`src/rtl/ccu_snoop_fanout_if.sv`:
```
// ACE snoop channel types and a req/resp bundle for one snoop port.
// The package supplies the default struct types for the fan-out block's type parameters.
package ccu_snoop_fanout_pkg;

  typedef struct packed {
    logic [31:0] addr;
    logic [3:0]  snoop;
    logic [2:0]  prot;
  } ac_chan_t;

  typedef struct packed {
    logic [63:0] data;
    logic        last;
  } cd_chan_t;

  typedef struct packed {
    logic     ac_valid;
    ac_chan_t ac;
    logic     cr_ready;
    logic     cd_ready;
  } snoop_req_t;

  // cr_resp bit order: [0] DataTransfer, [1] Error, [2] PassDirty, [3] IsShared, [4] WasUnique
  typedef struct packed {
    logic       ac_ready;
    logic       cr_valid;
    logic [4:0] cr_resp;
    logic       cd_valid;
    cd_chan_t   cd;
  } snoop_resp_t;

endpackage


```
`src/rtl/ccu_snoop_fanout.sv`:
```
// Fans one ACE snoop out to a masked set of cached masters, merges their CR
// responses and forwards snoop data from one selected master while draining the rest.
module ccu_snoop_fanout #(
  parameter int unsigned NumMst = 2,
  parameter type snoop_req_t  = ccu_snoop_fanout_pkg::snoop_req_t,
  parameter type snoop_resp_t = ccu_snoop_fanout_pkg::snoop_resp_t
) (
  input  logic              clk_i,
  input  logic              rst_ni,
  input  snoop_req_t        slv_snoop_req_i,
  output snoop_resp_t       slv_snoop_resp_o,
  input  logic [NumMst-1:0] domain_mask_i,
  output snoop_req_t        mst_snoop_req_o  [NumMst],
  input  snoop_resp_t       mst_snoop_resp_i [NumMst]
);

  localparam int unsigned IdxW = (NumMst > 1) ? $clog2(NumMst) : 1;
  localparam int unsigned AcW  = $bits(slv_snoop_req_i.ac);

  localparam int unsigned DtBit  = 0;
  localparam int unsigned ErrBit = 1;
  localparam int unsigned PdBit  = 2;
  localparam int unsigned ShBit  = 3;
  localparam int unsigned WuBit  = 4;

  localparam logic [2:0] IDLE    = 3'd0;
  localparam logic [2:0] AC_SEND = 3'd1;
  localparam logic [2:0] CR_WAIT = 3'd2;
  localparam logic [2:0] CR_OUT  = 3'd3;
  localparam logic [2:0] CD_FWD  = 3'd4;

  logic [2:0]        state_q, state_d;
  logic [AcW-1:0]    ac_q, ac_d;
  logic [NumMst-1:0] ac_pend_q, ac_pend_d;
  logic [NumMst-1:0] cr_pend_q, cr_pend_d;
  logic [NumMst-1:0] cd_pend_q, cd_pend_d;
  logic              err_q, err_d, sh_q, sh_d, wu_q, wu_d;
  logic              dt_q, dt_d, pd_q, pd_d;
  logic              src_vld_q, src_vld_d, src_err_q, src_err_d;
  logic [IdxW-1:0]   src_q, src_d;
  logic              cand_err, better;
  logic              cd_hs;

  always_comb begin
    state_d   = state_q;
    ac_d      = ac_q;
    ac_pend_d = ac_pend_q;
    cr_pend_d = cr_pend_q;
    cd_pend_d = cd_pend_q;
    err_d     = err_q;
    sh_d      = sh_q;
    wu_d      = wu_q;
    dt_d      = dt_q;
    pd_d      = pd_q;
    src_vld_d = src_vld_q;
    src_err_d = src_err_q;
    src_d     = src_q;
    cand_err  = 1'b0;
    better    = 1'b0;
    cd_hs     = 1'b0;
    slv_snoop_resp_o = '0;
    for (int unsigned i = 0; i < NumMst; i++) mst_snoop_req_o[i] = '0;

    case (state_q)
      IDLE: begin
        slv_snoop_resp_o.ac_ready = rst_ni;
        if (slv_snoop_req_i.ac_valid) begin
          ac_d      = slv_snoop_req_i.ac;
          ac_pend_d = domain_mask_i;
          cr_pend_d = domain_mask_i;
          cd_pend_d = '0;
          err_d     = 1'b0;
          sh_d      = 1'b0;
          wu_d      = 1'b0;
          dt_d      = 1'b0;
          pd_d      = 1'b0;
          src_vld_d = 1'b0;
          src_err_d = 1'b0;
          src_d     = '0;
          state_d   = (domain_mask_i == '0) ? CR_OUT : AC_SEND;
        end
      end

      AC_SEND: begin
        for (int unsigned i = 0; i < NumMst; i++) begin
          mst_snoop_req_o[i].ac_valid = ac_pend_q[i];
          mst_snoop_req_o[i].ac       = ac_q;
          if (ac_pend_q[i] && mst_snoop_resp_i[i].ac_ready) ac_pend_d[i] = 1'b0;
        end
        if (ac_pend_d == '0) state_d = CR_WAIT;
      end

      CR_WAIT: begin
        // Ascending scan plus the index compare keeps "lowest error-free, else lowest"
        // correct whatever order the CRs arrive in.
        for (int unsigned i = 0; i < NumMst; i++) begin
          mst_snoop_req_o[i].cr_ready = cr_pend_q[i];
          if (cr_pend_q[i] && mst_snoop_resp_i[i].cr_valid) begin
            cr_pend_d[i] = 1'b0;
            err_d = err_d | mst_snoop_resp_i[i].cr_resp[ErrBit];
            sh_d  = sh_d  | mst_snoop_resp_i[i].cr_resp[ShBit];
            wu_d  = wu_d  | mst_snoop_resp_i[i].cr_resp[WuBit];
            if (mst_snoop_resp_i[i].cr_resp[DtBit]) begin
              dt_d         = 1'b1;
              cd_pend_d[i] = 1'b1;
              cand_err     = mst_snoop_resp_i[i].cr_resp[ErrBit];
              better = !src_vld_d || (src_err_d && !cand_err) ||
                       ((src_err_d == cand_err) && (IdxW'(i) < src_d));
              if (better) begin
                src_vld_d = 1'b1;
                src_err_d = cand_err;
                src_d     = IdxW'(i);
                pd_d      = mst_snoop_resp_i[i].cr_resp[PdBit];
              end
            end
          end
        end
        if (cr_pend_d == '0) state_d = CR_OUT;
      end

      CR_OUT: begin
        slv_snoop_resp_o.cr_valid = 1'b1;
        slv_snoop_resp_o.cr_resp  = {wu_q, sh_q, pd_q, err_q, dt_q};
        if (slv_snoop_req_i.cr_ready) state_d = dt_q ? CD_FWD : IDLE;
      end

      CD_FWD: begin
        for (int unsigned i = 0; i < NumMst; i++) begin
          if (cd_pend_q[i]) begin
            if (src_q == IdxW'(i)) begin
              slv_snoop_resp_o.cd_valid   = mst_snoop_resp_i[i].cd_valid;
              slv_snoop_resp_o.cd         = mst_snoop_resp_i[i].cd;
              mst_snoop_req_o[i].cd_ready = slv_snoop_req_i.cd_ready;
              cd_hs = mst_snoop_resp_i[i].cd_valid && slv_snoop_req_i.cd_ready;
            end else begin
              mst_snoop_req_o[i].cd_ready = 1'b1;
              cd_hs = mst_snoop_resp_i[i].cd_valid;
            end
            if (cd_hs && mst_snoop_resp_i[i].cd.last) cd_pend_d[i] = 1'b0;
          end
        end
        if (cd_pend_d == '0) state_d = IDLE;
      end

      default: state_d = IDLE;
    endcase
  end

  always_ff @(posedge clk_i or negedge rst_ni) begin
    if (!rst_ni) begin
      state_q   <= IDLE;
      ac_q      <= '0;
      ac_pend_q <= '0;
      cr_pend_q <= '0;
      cd_pend_q <= '0;
      err_q     <= 1'b0;
      sh_q      <= 1'b0;
      wu_q      <= 1'b0;
      dt_q      <= 1'b0;
      pd_q      <= 1'b0;
      src_vld_q <= 1'b0;
      src_err_q <= 1'b0;
      src_q     <= '0;
    end else begin
      state_q   <= state_d;
      ac_q      <= ac_d;
      ac_pend_q <= ac_pend_d;
      cr_pend_q <= cr_pend_d;
      cd_pend_q <= cd_pend_d;
      err_q     <= err_d;
      sh_q      <= sh_d;
      wu_q      <= wu_d;
      dt_q      <= dt_d;
      pd_q      <= pd_d;
      src_vld_q <= src_vld_d;
      src_err_q <= src_err_d;
      src_q     <= src_d;
    end
  end

endmodule

```
`config.mk`:
```
export PLATFORM = sky130hd
export DESIGN_NAME = ccu_snoop_fanout
export DESIGN_NICKNAME = d
export VERILOG_FILES = /design/src/rtl/ccu_snoop_fanout_if.sv /design/src/rtl/ccu_snoop_fanout.sv
export SDC_FILE = /design/constraint.sdc
export NUM_CORES = 1
export LEC_CHECK = 0
export BUFFER_PORTS_ARGS = -buffer_cell sky130_fd_sc_hd__buf_2
export CORE_AREA = 10 10 129 131
export CTS_CLUSTER_SIZE = 25
export DETAILED_ROUTE_END_ITERATION = 8
export DIE_AREA = 0 0 139 141
export SYNTH_ARGS = -nofsm -noshare
export SYNTH_HDL_FRONTEND = slang
export SYNTH_SLANG_ARGS = --single-unit
```
`constraint.sdc`:
```
create_clock -name clk_i -period 2.2 [get_ports clk_i]
set_input_delay 0.66 -clock clk_i [delete_from_list [all_inputs] [get_ports clk_i]]
set_output_delay 0.66 -clock clk_i [all_outputs]
set_load 0.1 [all_outputs]
```
==> summary.txt, run 1 <==
Global routing
  • First-pass GRT wire length: 31100 um
  • GRT Max-Usage Layer: met2
  • Met3 Resource Use GR: 6.08%
  • Vias in the first global route: 5203
  • Initial antenna violation count: 4
  • GR Util All Layers: 19.9%
  • Largest net degree at the start of global routing: 57
  • Met2 Usage GRT: a little over a third
  • Total grt overflow: 0
  • Met1 Use GR: 23.3%

Logic synthesis
  • Post-Synth Simple-Gate Area: between 30% and 40%
  • Sequential cell area fraction in the yosys report: roughly a third
  • Largest family of logic cells by synthesized area: simple AND/OR/NAND/NOR gates
  • Ranking of synthesized cells by area: dfrtp_1 35%, a22oi_1 13%, nand2_1 12%
  • Post-synth cell types: between 40 and 50
  • Mapped cell area: 0.00398 sq mm
  • Asr flop ratio synth: 100%
  • Post-Synth Adder-Cell Area: 0.315%
  • Synth warn: 0
  • Top cell type's share of synthesized area: 35.3%
  • Number of synthesized flops with an enable pin: 0
  • Post-synthesis compound-gate area fraction: 20.2%
  • Mapped Cells: 528
  • Proportion of synthesized area in mux cells: 1.29%
  • Post-synth top cells: 126 x nand2_1, 75 x nor2_1, 67 x a22oi_1
  • Top-count cell post-synth: nand2_1
  • Synth area leader: dfrtp_1
  • Mapped Avg Cell Area: 7.53 sq um
  • Syn nets: 721
  • Post-synth top flop: dfrtp_1
  • Synth Area in XOR/XNOR: 0%
  • Synth Register Bits: 56

Route
  • DR vias: a little over 5000
  • Avg WL per Cell: 21.3 um
  • Drt pass-1 iters: 4
  • Routed vias/inst: a little under 5
  • Post-Route WL: 22200 um
  • Starting DRT DRC Count: 341
  • DRC: 0
  • Routed Antenna Nets: 0

Floorplan
  • Ports: 349
  • Die area: 0.0196 sq mm
  • Core area: 0.0142 sq mm
  • Initial Util: 28.0%
  • # rows: 44
  • Die span in x: 139 um
  • Die Ht: 141 um

Clocking
  • H-tree depth: 2
  • Worst skew pair latency: 0.29 ns
  • Worst-path clk slew: 0.07 ns
  • Clk buf depth: 2
  • Clk Tree Root Cell: clkbuf_16
  • CTS tree: built
  • Num CTS Buffers: 5
  • Clock sinks: 56

STA
  • Fin crit period: 2.35 ns
  • Max Clock Skew: 0.00581 ns
  • Final hold vios: 0
  • Endpoints failing setup: 153
  • Fin worst setup slack: -0.153 ns
  • Worst Max-Slew Pin Slew: 0.717 ns
  • Relative slew slack: 52.2%
  • RSZ-0062 raised after global routing: true
  • Max frequency: about 430 MHz
  • Max-slew violation count: 0
  • Final worst-path cycle share: 107%

Layout
  • NumNets Final: 1048
  • Syn-to-layout area delta: 144%
  • Non-Filler Instances: roughly 1000
  • Filler cells: approximately 1100
  • Area occupied by multi-input gates: 0.00302 sq mm
  • Register area: ~0.0014 sq mm
  • Layout cells sized above 1: between 60% and 70%

Run status
  • Outcome: finished, violations left
  • Failing checks: setup timing

Place
  • Placed Cells: 1004
  • Placer's final routability congestion estimate: 0.960
  • Port Buffer Count: 348
  • DP HPWL: 17200 um
  • Placement Setup Slack: 0.0734 ns

Pwr
  • Leakage power: 0.00408 uW
  • Maximum VDD drop: around 0.5 mV
  • PD cells: between 900 and 1000 mW/mm^2

Setup path
  • Arrival @ worst endpoint: ~1.7 ns
  • Kind of critical path: flop to primary output
  • Critical path required time: 1.54 ns
  • Startpoint Class: flop
  • Crit path capture type: primary output
  • Crit Path Max Fanout: 5

Flow run
  • MaxCap Viol Count: 0

Min path
  • HP Class: flop to flop
==> metrics by stage <==
| step | total power [uW] | setup TNS (ns) | instance area, sq um | utilization [%] | hold WS [ns] |
|---|---|---|---|---|---|
| 5_1_grt | 9740 | -24.17 | 9710 | 68.4 | 0.502 |
| 2_1_floorplan | 6650 | -11.21 | 5190 | - | 0.364 |
| 3_3_place_gp | 8220 | 0 | 8770 | 61.7 | 0.460 |
| 4_1_cts | 9220 | -13.03 | 9260 | 65.2 | 0.482 |
| 3_5_place_dp | 8300 | 0 | 8770 | 61.7 | 0.463 |
| 6_report | 9310 | -14.85 | 9720 | 68.4 | 0.477 |
==> worst paths after layout <==
check                           start                    to  slack (ns)  cells past startpoint
hold / removal               ac_q[35]              ac_q[35]        0.48                      2
setup / recovery                src_q  slv_snoop_resp_o[30]       -0.15                      6
max in group asynchronous      rst_ni                 src_q        1.16                      2
setup reg to reg           state_q[1]            state_q[0]        0.40                      5
min in group asynchronous      rst_ni             src_err_q        0.54                      2
hold reg to reg              ac_q[35]              ac_q[35]        0.48                      2
==> flip-flops by register name (all words and copies together), names as in the netlist <==
signal     cells
pd_q           1
src_vld_q      1
src_err_q      1
dt_q           1
ac_q          39
src_q          1
sh_q           1
wu_q           1
state_q        3
cd_pend_q      2
err_q          1
ac_pend_q      2
cr_pend_q      2
==> worst max-delay path, cell delays in order (launching register included) <==
cell,delay [ns]
dfrtp_2,0.44
nor2b_4,0.19
buf_6,0.17
buf_6,0.15
a22oi_1,0.14
nor2_4,0.13
buf_12,0.18
==> where the power goes <==
| group | switching [uW] | total, uW | leakage [uW] | internal (uW) |
|---|---|---|---|---|
| combinational | 4270 | 6750 | 0.00329 | 2480 |
| clock | 364 | 821 | 0.0000773 | 456 |
| sequential | 269 | 1740 | 0.000713 | 1470 |
| total | 4910 | 9310 | 0.00408 | 4400 |
==> cells in the final DEF (no fill, tap or decap), drive strengths merged, types with 4 or more instances in the layout <==
cell type,count
a21oi,8
nor3b,4
and2,52
buf,389
nor3,4
a22oi,67
mux2i,4
a32oi,4
inv,8
nor2,75
nand2,127
dfrtp,56
nand3,4
clkbuf,13
a22o,4
o21ai,9
==> kinds of logic (layout without fill, tap and decap cells) <==
family / count (synthesis) / count (layout)
buf+inv: 84 / 411
flops: 56 / 56
compound gates: 108 / 108
simple gates: 274 / 275
other cells: 0 / 2
fa+ha+maj: 1 / 1
mux: 5 / 5
==> area by class of cell <==
cell class	instances	share of cell area [%]
multi-input cells	389	31.1
diodes	2	0.0515
clock inverters	2	0.142
well taps	184	2.37
repair buffers	396	50.2
inverters	7	0.270
clock buffers	6	1.43
flip-flops and latches	56	14.4
==> routing by layer <==
metal,vias up,share of wire [%]
li1,2405,-
met1,2451,39
met2,225,52
met3,30,7.3
met4,4,1.5
met5,-,0.094
==> timing repair <==
item | 4_1_cts | 5_1_grt
hold buffers | 0 | 0
pin swaps | 12 | 75
cloned | 5 | 10
setup buffers | 8 | 5
endpoints found under the setup margin | 154 | 156
resized for setup | 32 | 44
hold endpoints to repair | 0 | 0
Power figures use the tool's default switching activity.
==> inputs of run 2 (changes only) <==
--- a/config.mk
+++ b/config.mk
@@ -10,6 +10,8 @@
 export CTS_CLUSTER_SIZE = 25
 export DETAILED_ROUTE_END_ITERATION = 8
 export DIE_AREA = 0 0 139 141
+export PLACE_DENSITY = 0.63
+export SKIP_CTS_REPAIR_TIMING = 1
 export SYNTH_ARGS = -nofsm -noshare
 export SYNTH_HDL_FRONTEND = slang
 export SYNTH_SLANG_ARGS = --single-unit
==> summary.txt, run 2 (synthesis gave the netlist of run 1 again) <==
Run status
  • Failing checks: setup timing
  • Outcome: finished, violations left

Layout
  • Post-layout util: 68.8% (+0.36 points)
  • Largest register FFs: 39 (unchanged)
  • Commonest non-fill, non-tap cell in the layout: buf_2
  • Layout cells sized above 1: 69.2% (+1.2 points)
  • Biggest regs: ac_q x39, state_q x3
  • Commonest cells after routing, fill and taps aside: 191 x buf_2, 170 x buf_12, 125 x nand2_1, 68 x nor2_4, 54 x a22oi_2
  • Top reg by flops: ac_q
  • NumNets Final: 1056 (+0.76%)
  • Syn-to-layout area delta: 146%

Clocking
  • H-tree depth: 2 (unchanged)
  • Worst skew pair latency: 0.29 ns (about the same)
  • Clock sinks: 56 (unchanged)
  • Clk buf depth: 2 (unchanged)
  • Clk Tree Root Cell: clkbuf_16
  • Worst-path clk slew: 0.07 ns (about the same)
  • Num CTS Buffers: 5 (unchanged)
  • CTS tree: built

Floorplan
  • Ports: 349 (unchanged)
  • Initial Util: 28.0% (unchanged)
  • # rows: 44 (unchanged)
  • Core area: 0.0142 sq mm (unchanged)
  • Die Ht: 141 um (unchanged)
  • Die span in x: 139 um (unchanged)
  • Die area: 0.0196 sq mm (unchanged)

Route
  • Drt pass-1 iters: 5 (+1)
  • DR vias: 5071 (-0.86%)
  • Routed Antenna Nets: 0 (unchanged)
  • Routed vias/inst: 4.83 (-1.6%)
  • DRC: 0 (unchanged)
  • Post-Route WL: 21900 um (-1.6%)
  • Avg WL per Cell: 20.9 um (-2.3%)
  • Starting DRT DRC Count: 159 (-53%)

Setup path
  • Arrival @ worst endpoint: 1.74 ns (+0.05 ns)
  • Crit Path Max Fanout: 7 (+2)
  • Startpoint Class: flop
  • Crit path capture type: primary output
  • Kind of critical path: flop to primary output
  • Critical path required time: 1.54 ns (about the same)

STA
  • Fin crit period: 2.40 ns (+0.0449 ns)
  • Final worst-path cycle share: 109% (+2.0 points)
  • Endpoints failing setup: 154 (+0.65%)
  • Max Clock Skew: 0.00623 ns (+0.000419 ns)
  • RSZ-0062 raised after global routing: true
  • Final hold vios: 0 (unchanged)
  • Worst hold slack: 0.479 ns (+0.00248 ns)
  • Max-slew violation count: 0 (unchanged)
  • Fin worst setup slack: -0.198 ns (-0.0449 ns)
  • Relative slew slack: 52.2% (about the same)
  • Max frequency: 417 MHz (-1.9%)
  • Worst Max-Slew Pin Slew: 0.717 ns (-0.000588 ns)

Min path
  • HP Class: flop to flop

Global routing
  • Initial antenna violation count: 2 (-2)
  • Vias in the first global route: 5139 (-1.2%)
  • GR Util All Layers: 19.0% (-0.91 points)
  • First-pass GRT wire length: 29800 um (-4.3%)
  • Largest net degree at the start of global routing: 57 (unchanged)
  • Total grt overflow: 0 (unchanged)

Pwr
  • Leakage power: 0.00407 uW (-0.30%)
  • PD cells: 989 mW/mm^2 (+3.2%)
  • Maximum VDD drop: 0.812 mV (+66%)

Place
  • Port Buffer Count: 348 (unchanged)
  • DP HPWL: 17300 um (+0.83%)
  • Placer's final routability congestion estimate: 0.912 (-5.0%)

Flow run
  • MaxCap Viol Count: 0 (unchanged)
run 2: changes by cell type in the layout (fill, tap and decap cells not counted), moves of 3 or more:
cell     change
buf_4        +7
buf_16       -6
buf_6        +3
a22oi_2      +7
a22oi_1      -7
run 2: path summary, 6_finish.rpt:
kind | depth (start not counted) | start | slack (ns) | to
max | 6 | src_q | -0.20 | slv_snoop_resp_o[29]
max in group asynchronous | 2 | rst_ni | 1.14 | src_q
max reg2reg | 7 | state_q[1] | 0.28 | state_q[1]
min reg2reg | 2 | ac_q[9] | 0.48 | ac_q[9]
min | 2 | ac_q[9] | 0.48 | ac_q[9]
min in group asynchronous | 2 | rst_ni | 0.56 | ac_q[2]
run 2: stage by stage:
step / instances / TNS (ns) / setup WS [ns] / power (uW) / area, sq um
after detailed placement: 1015 / 0 / 0.0332 / 8360 / 8870
after global routing: 1049 / -30.70 / -0.260 / 10100 / 9760
after CTS: 1023 / -28.04 / -0.297 / 9160 / 9020
after floorplan: 528 / -11.21 / -0.139 / 6650 / 5190
final: 1050 / -21.79 / -0.198 / 9660 / 9770
after global placement: 1015 / 0 / 0.0247 / 8270 / 8870
run 2: power breakdown:
group	internal (uW)	switching, uW
Combinational	2720	4390
Sequential	1470	280
Clock	427	372
Total	4620	5040
run 2: worst max-delay path, cell delays in order, from the launching register on:
cell and delay (ns):
dfrtp_2 0.47, nor2b_4 0.24, buf_12 0.18, clkbuf_16 0.16, a22oi_2 0.08, nor2_4 0.12
buf_12 0.18
run 2: area by class of cell:
type	count	area, sq um
Inverter	7	26.3
Clock inverter	1	8.76
Tap cell	184	230
Fill cell	1060	4440
Clock buffer	7	133
Timing Repair Buffer	404	4890
Multi-Input combinational cell	389	3070
Antenna cell	2	5.00
Sequential cell	56	1410
run 2: metal layers:
| metal | part of all wire (%) | routed length (um) | global-route usage, % | vias to the layer above |
|---|---|---|---|---|
| li1 | - | - | - | 2426 |
| met5 | 0 | 0 | 0 | - |
| met3 | 8.3 | 1820 | 7.59 | 24 |
| met4 | 1.4 | 303 | 4.61 | 0 |
| met1 | 37 | 8160 | 20.6 | 2413 |
| met2 | 53 | 11600 | 33.7 | 208 |
==> inputs of run 3 (changes only) <==
--- a/config.mk
+++ b/config.mk
@@ -6,11 +6,16 @@
 export NUM_CORES = 1
 export LEC_CHECK = 0
 export BUFFER_PORTS_ARGS = -buffer_cell sky130_fd_sc_hd__buf_2
-export CORE_AREA = 10 10 129 131
+export CELL_PAD_IN_SITES_DETAIL_PLACEMENT = 1
+export CELL_PAD_IN_SITES_GLOBAL_PLACEMENT = 1
+export CORE_ASPECT_RATIO = 1.5
+export CORE_MARGIN = 10
+export CORE_UTILIZATION = 25
 export CTS_CLUSTER_SIZE = 25
 export DETAILED_ROUTE_END_ITERATION = 8
-export DIE_AREA = 0 0 139 141
-export PLACE_DENSITY = 0.63
+export GPL_TIMING_DRIVEN = 0
+export PLACE_DENSITY = 0.82
+export SETUP_SLACK_MARGIN = 0.15
 export SKIP_CTS_REPAIR_TIMING = 1
 export SYNTH_ARGS = -nofsm -noshare
 export SYNTH_HDL_FRONTEND = slang
==> summary.txt, run 3 (synthesis gave the netlist of run 1 again) <==
Clocking
  • Num CTS Buffers: 5 (unchanged)
  • Clock sinks: 56 (unchanged)
  • Clk buf depth: 2 (unchanged)
  • CTS tree: built
  • Worst-path clk slew: 0.08 ns (about the same)
  • Clk Tree Root Cell: clkbuf_16
  • Worst skew pair latency: 0.30 ns (about the same)
  • H-tree depth: 2 (unchanged)

STA
  • Max-slew violation count: 0 (unchanged)
  • Max Clock Skew: 0.00927 ns (+0.00304 ns)
  • RSZ-0062 raised after global routing: true
  • Fin worst setup slack: -0.339 ns (-0.142 ns)
  • Final worst-path cycle share: 115% (+6.4 points)
  • Final hold vios: 0 (unchanged)
  • Max frequency: 394 MHz (-5.6%)
  • Worst Max-Slew Pin Slew: 0.544 ns (-0.173 ns)
  • Fin crit period: 2.54 ns (+0.142 ns)
  • Endpoints failing setup: 156 (+1.3%)
  • Relative slew slack: 63.5% (+11 points)

Global routing
  • First-pass GRT wire length: 31600 um (+6.1%)
  • Vias in the first global route: 5747 (+12%)
  • Total grt overflow: 0 (unchanged)
  • Largest net degree at the start of global routing: 58 (+1.8%)
  • GR Util All Layers: 18.6% (-0.37 points)
  • Initial antenna violation count: 4 (+2)

Layout
  • Syn-to-layout area delta: 159%
  • NumNets Final: 1102 (+4.4%)
  • Top reg by flops: ac_q
  • Biggest regs: ac_q x39, state_q x3
  • Commonest cells after routing, fill and taps aside: 194 x buf_2, 165 x buf_12, 125 x nand2_1, 69 x nor2_4, 53 x dfrtp_1
  • Largest register FFs: 39 (unchanged)
  • Post-layout util: 65.9% (-2.9 points)
  • Final design area excluding fillers: 0.0103 sq mm (+5.4%)
  • Commonest non-fill, non-tap cell in the layout: buf_2
  • Layout cells sized above 1: 68.8% (-0.42 points)

Setup path
  • Crit path capture type: primary output
  • Crit Path Max Fanout: 10 (+3)
  • Critical path required time: 1.54 ns (about the same)
  • R2R cell count: 6 (-1)
  • Arrival @ worst endpoint: 1.88 ns (+0.14 ns)
  • Kind of critical path: flop to primary output
  • Startpoint Class: flop

Pwr
  • Tot Pwr: 10500 uW (+8.9%)
  • Maximum VDD drop: 0.697 mV (-14%)
  • PD cells: 1020 mW/mm^2 (+3.4%)
  • Leakage power: 0.00437 uW (+7.3%)
  • Clock power share: 8.0% (-0.3 points)
  • Switching part of the total: 52.2% (about the same)
  • Switch Pwr: 5490 uW (+8.9%)
  • Comb power frac: 74.6% (+1.0 points)
  • Seq pwr share: 17.4% (-0.7 points)
  • Internal: 5030 uW (+9.0%)

Place
  • Placement Setup Slack: -0.918 ns (-0.951 ns)
  • Placer's final routability congestion estimate: 0.811 (-11%)
  • Port Buffer Count: 348 (unchanged)
  • DP Area: 0.00718 sq mm (-19%)
  • DP HPWL: 18200 um (+4.8%)

Route
  • Post-Route WL: 29600 um (+35%)
  • Drt pass-1 iters: 4 (-1)
  • DRC: 0 (unchanged)
  • Routed vias/inst: 5.05 (+4.6%)
  • Routed Antenna Nets: 0 (unchanged)
  • DR vias: 5645 (+11%)
  • Avg WL per Cell: 26.5 um (+27%)
  • Starting DRT DRC Count: 279 (+75%)

Run status
  • Outcome: finished, violations left
  • Failing checks: setup timing

Floorplan
  • Core area: 0.0156 sq mm (+10%)
  • Initial Util: 25.4% (-2.5 points)
  • Die span in x: 123 um (-12%)
  • Die area: 0.0214 sq mm (+9.4%)
  • # rows: 56 (+27%)
  • Die Ht: 174 um (+24%)
  • Ports: 349 (unchanged)

Min path
  • HP Class: input pin to asynchronous set/reset pin

Flow run
  • MaxCap Viol Count: 0 (unchanged)
-- run 3: final timing paths --
kind / startpoint / endpoint / slack, ns
setup / recovery: state_q[1] / mst_snoop_req_o[73] / -0.34
setup reg to reg: state_q[0] / ac_q[4] / 0.26
max in group asynchronous: rst_ni / state_q[2] / 1.50
hold / removal: rst_ni / ac_q[34] / 0.32
min in group clk_i: ac_q[12] / ac_q[12] / 0.48
hold reg to reg: ac_q[12] / ac_q[12] / 0.48
-- run 3: area by class of cell --
cell class,count,area [sq um]
multi-input cells,388,2980
flip-flops and latches,56,1410
inverters,7,26.3
clock buffers,6,129
clock inverters,2,16.3
well taps,203,254
plain buffers,77,1200
repair buffers,374,4270
diodes,4,10.0
fillers,1617,5330
-- run 3: per-layer routing --
metal  up-vias  share of wire, %  global-route usage (%)
met2       279                57                    35.6
met4         0               3.8                    5.81
met5         -                 0                       0
met3        58               8.2                    5.77
li1       2506                 -                       -
met1      2802                31                    18.0
-- run 3: worst max-delay path: stages, from the launching register on --
cell and delay [ns]:
dfrtp_1 0.42, buf_6 0.15, nor3b_4 0.23, buf_6 0.17, buf_8 0.14, and2_4 0.19, buf_12 0.11, buf_12 0.16
-- run 3: power groups by stage --
stage / registers, uW / logic (uW) / clock network [uW]
4_1_cts: 1750 / 5870 / 842
5_1_grt: 1880 / 8160 / 892
3_5_place_dp: 1770 / 5860 / 0
3_3_place_gp: 1740 / 5780 / 0
2_1_floorplan: 1690 / 4960 / 0
6_report: 1840 / 7850 / 840
-- run 3: stage by stage --
stage	setup TNS [ns]	hold slack [ns]	instances
2_1_floorplan	-11.30	0.364	528
3_3_place_gp	-54.53	0.459	1079
3_5_place_dp	-57.97	0.465	1079
4_1_cts	-109.75	0.482	1087
5_1_grt	-46.26	0.356	1117
6_report	-36.26	0.321	1117
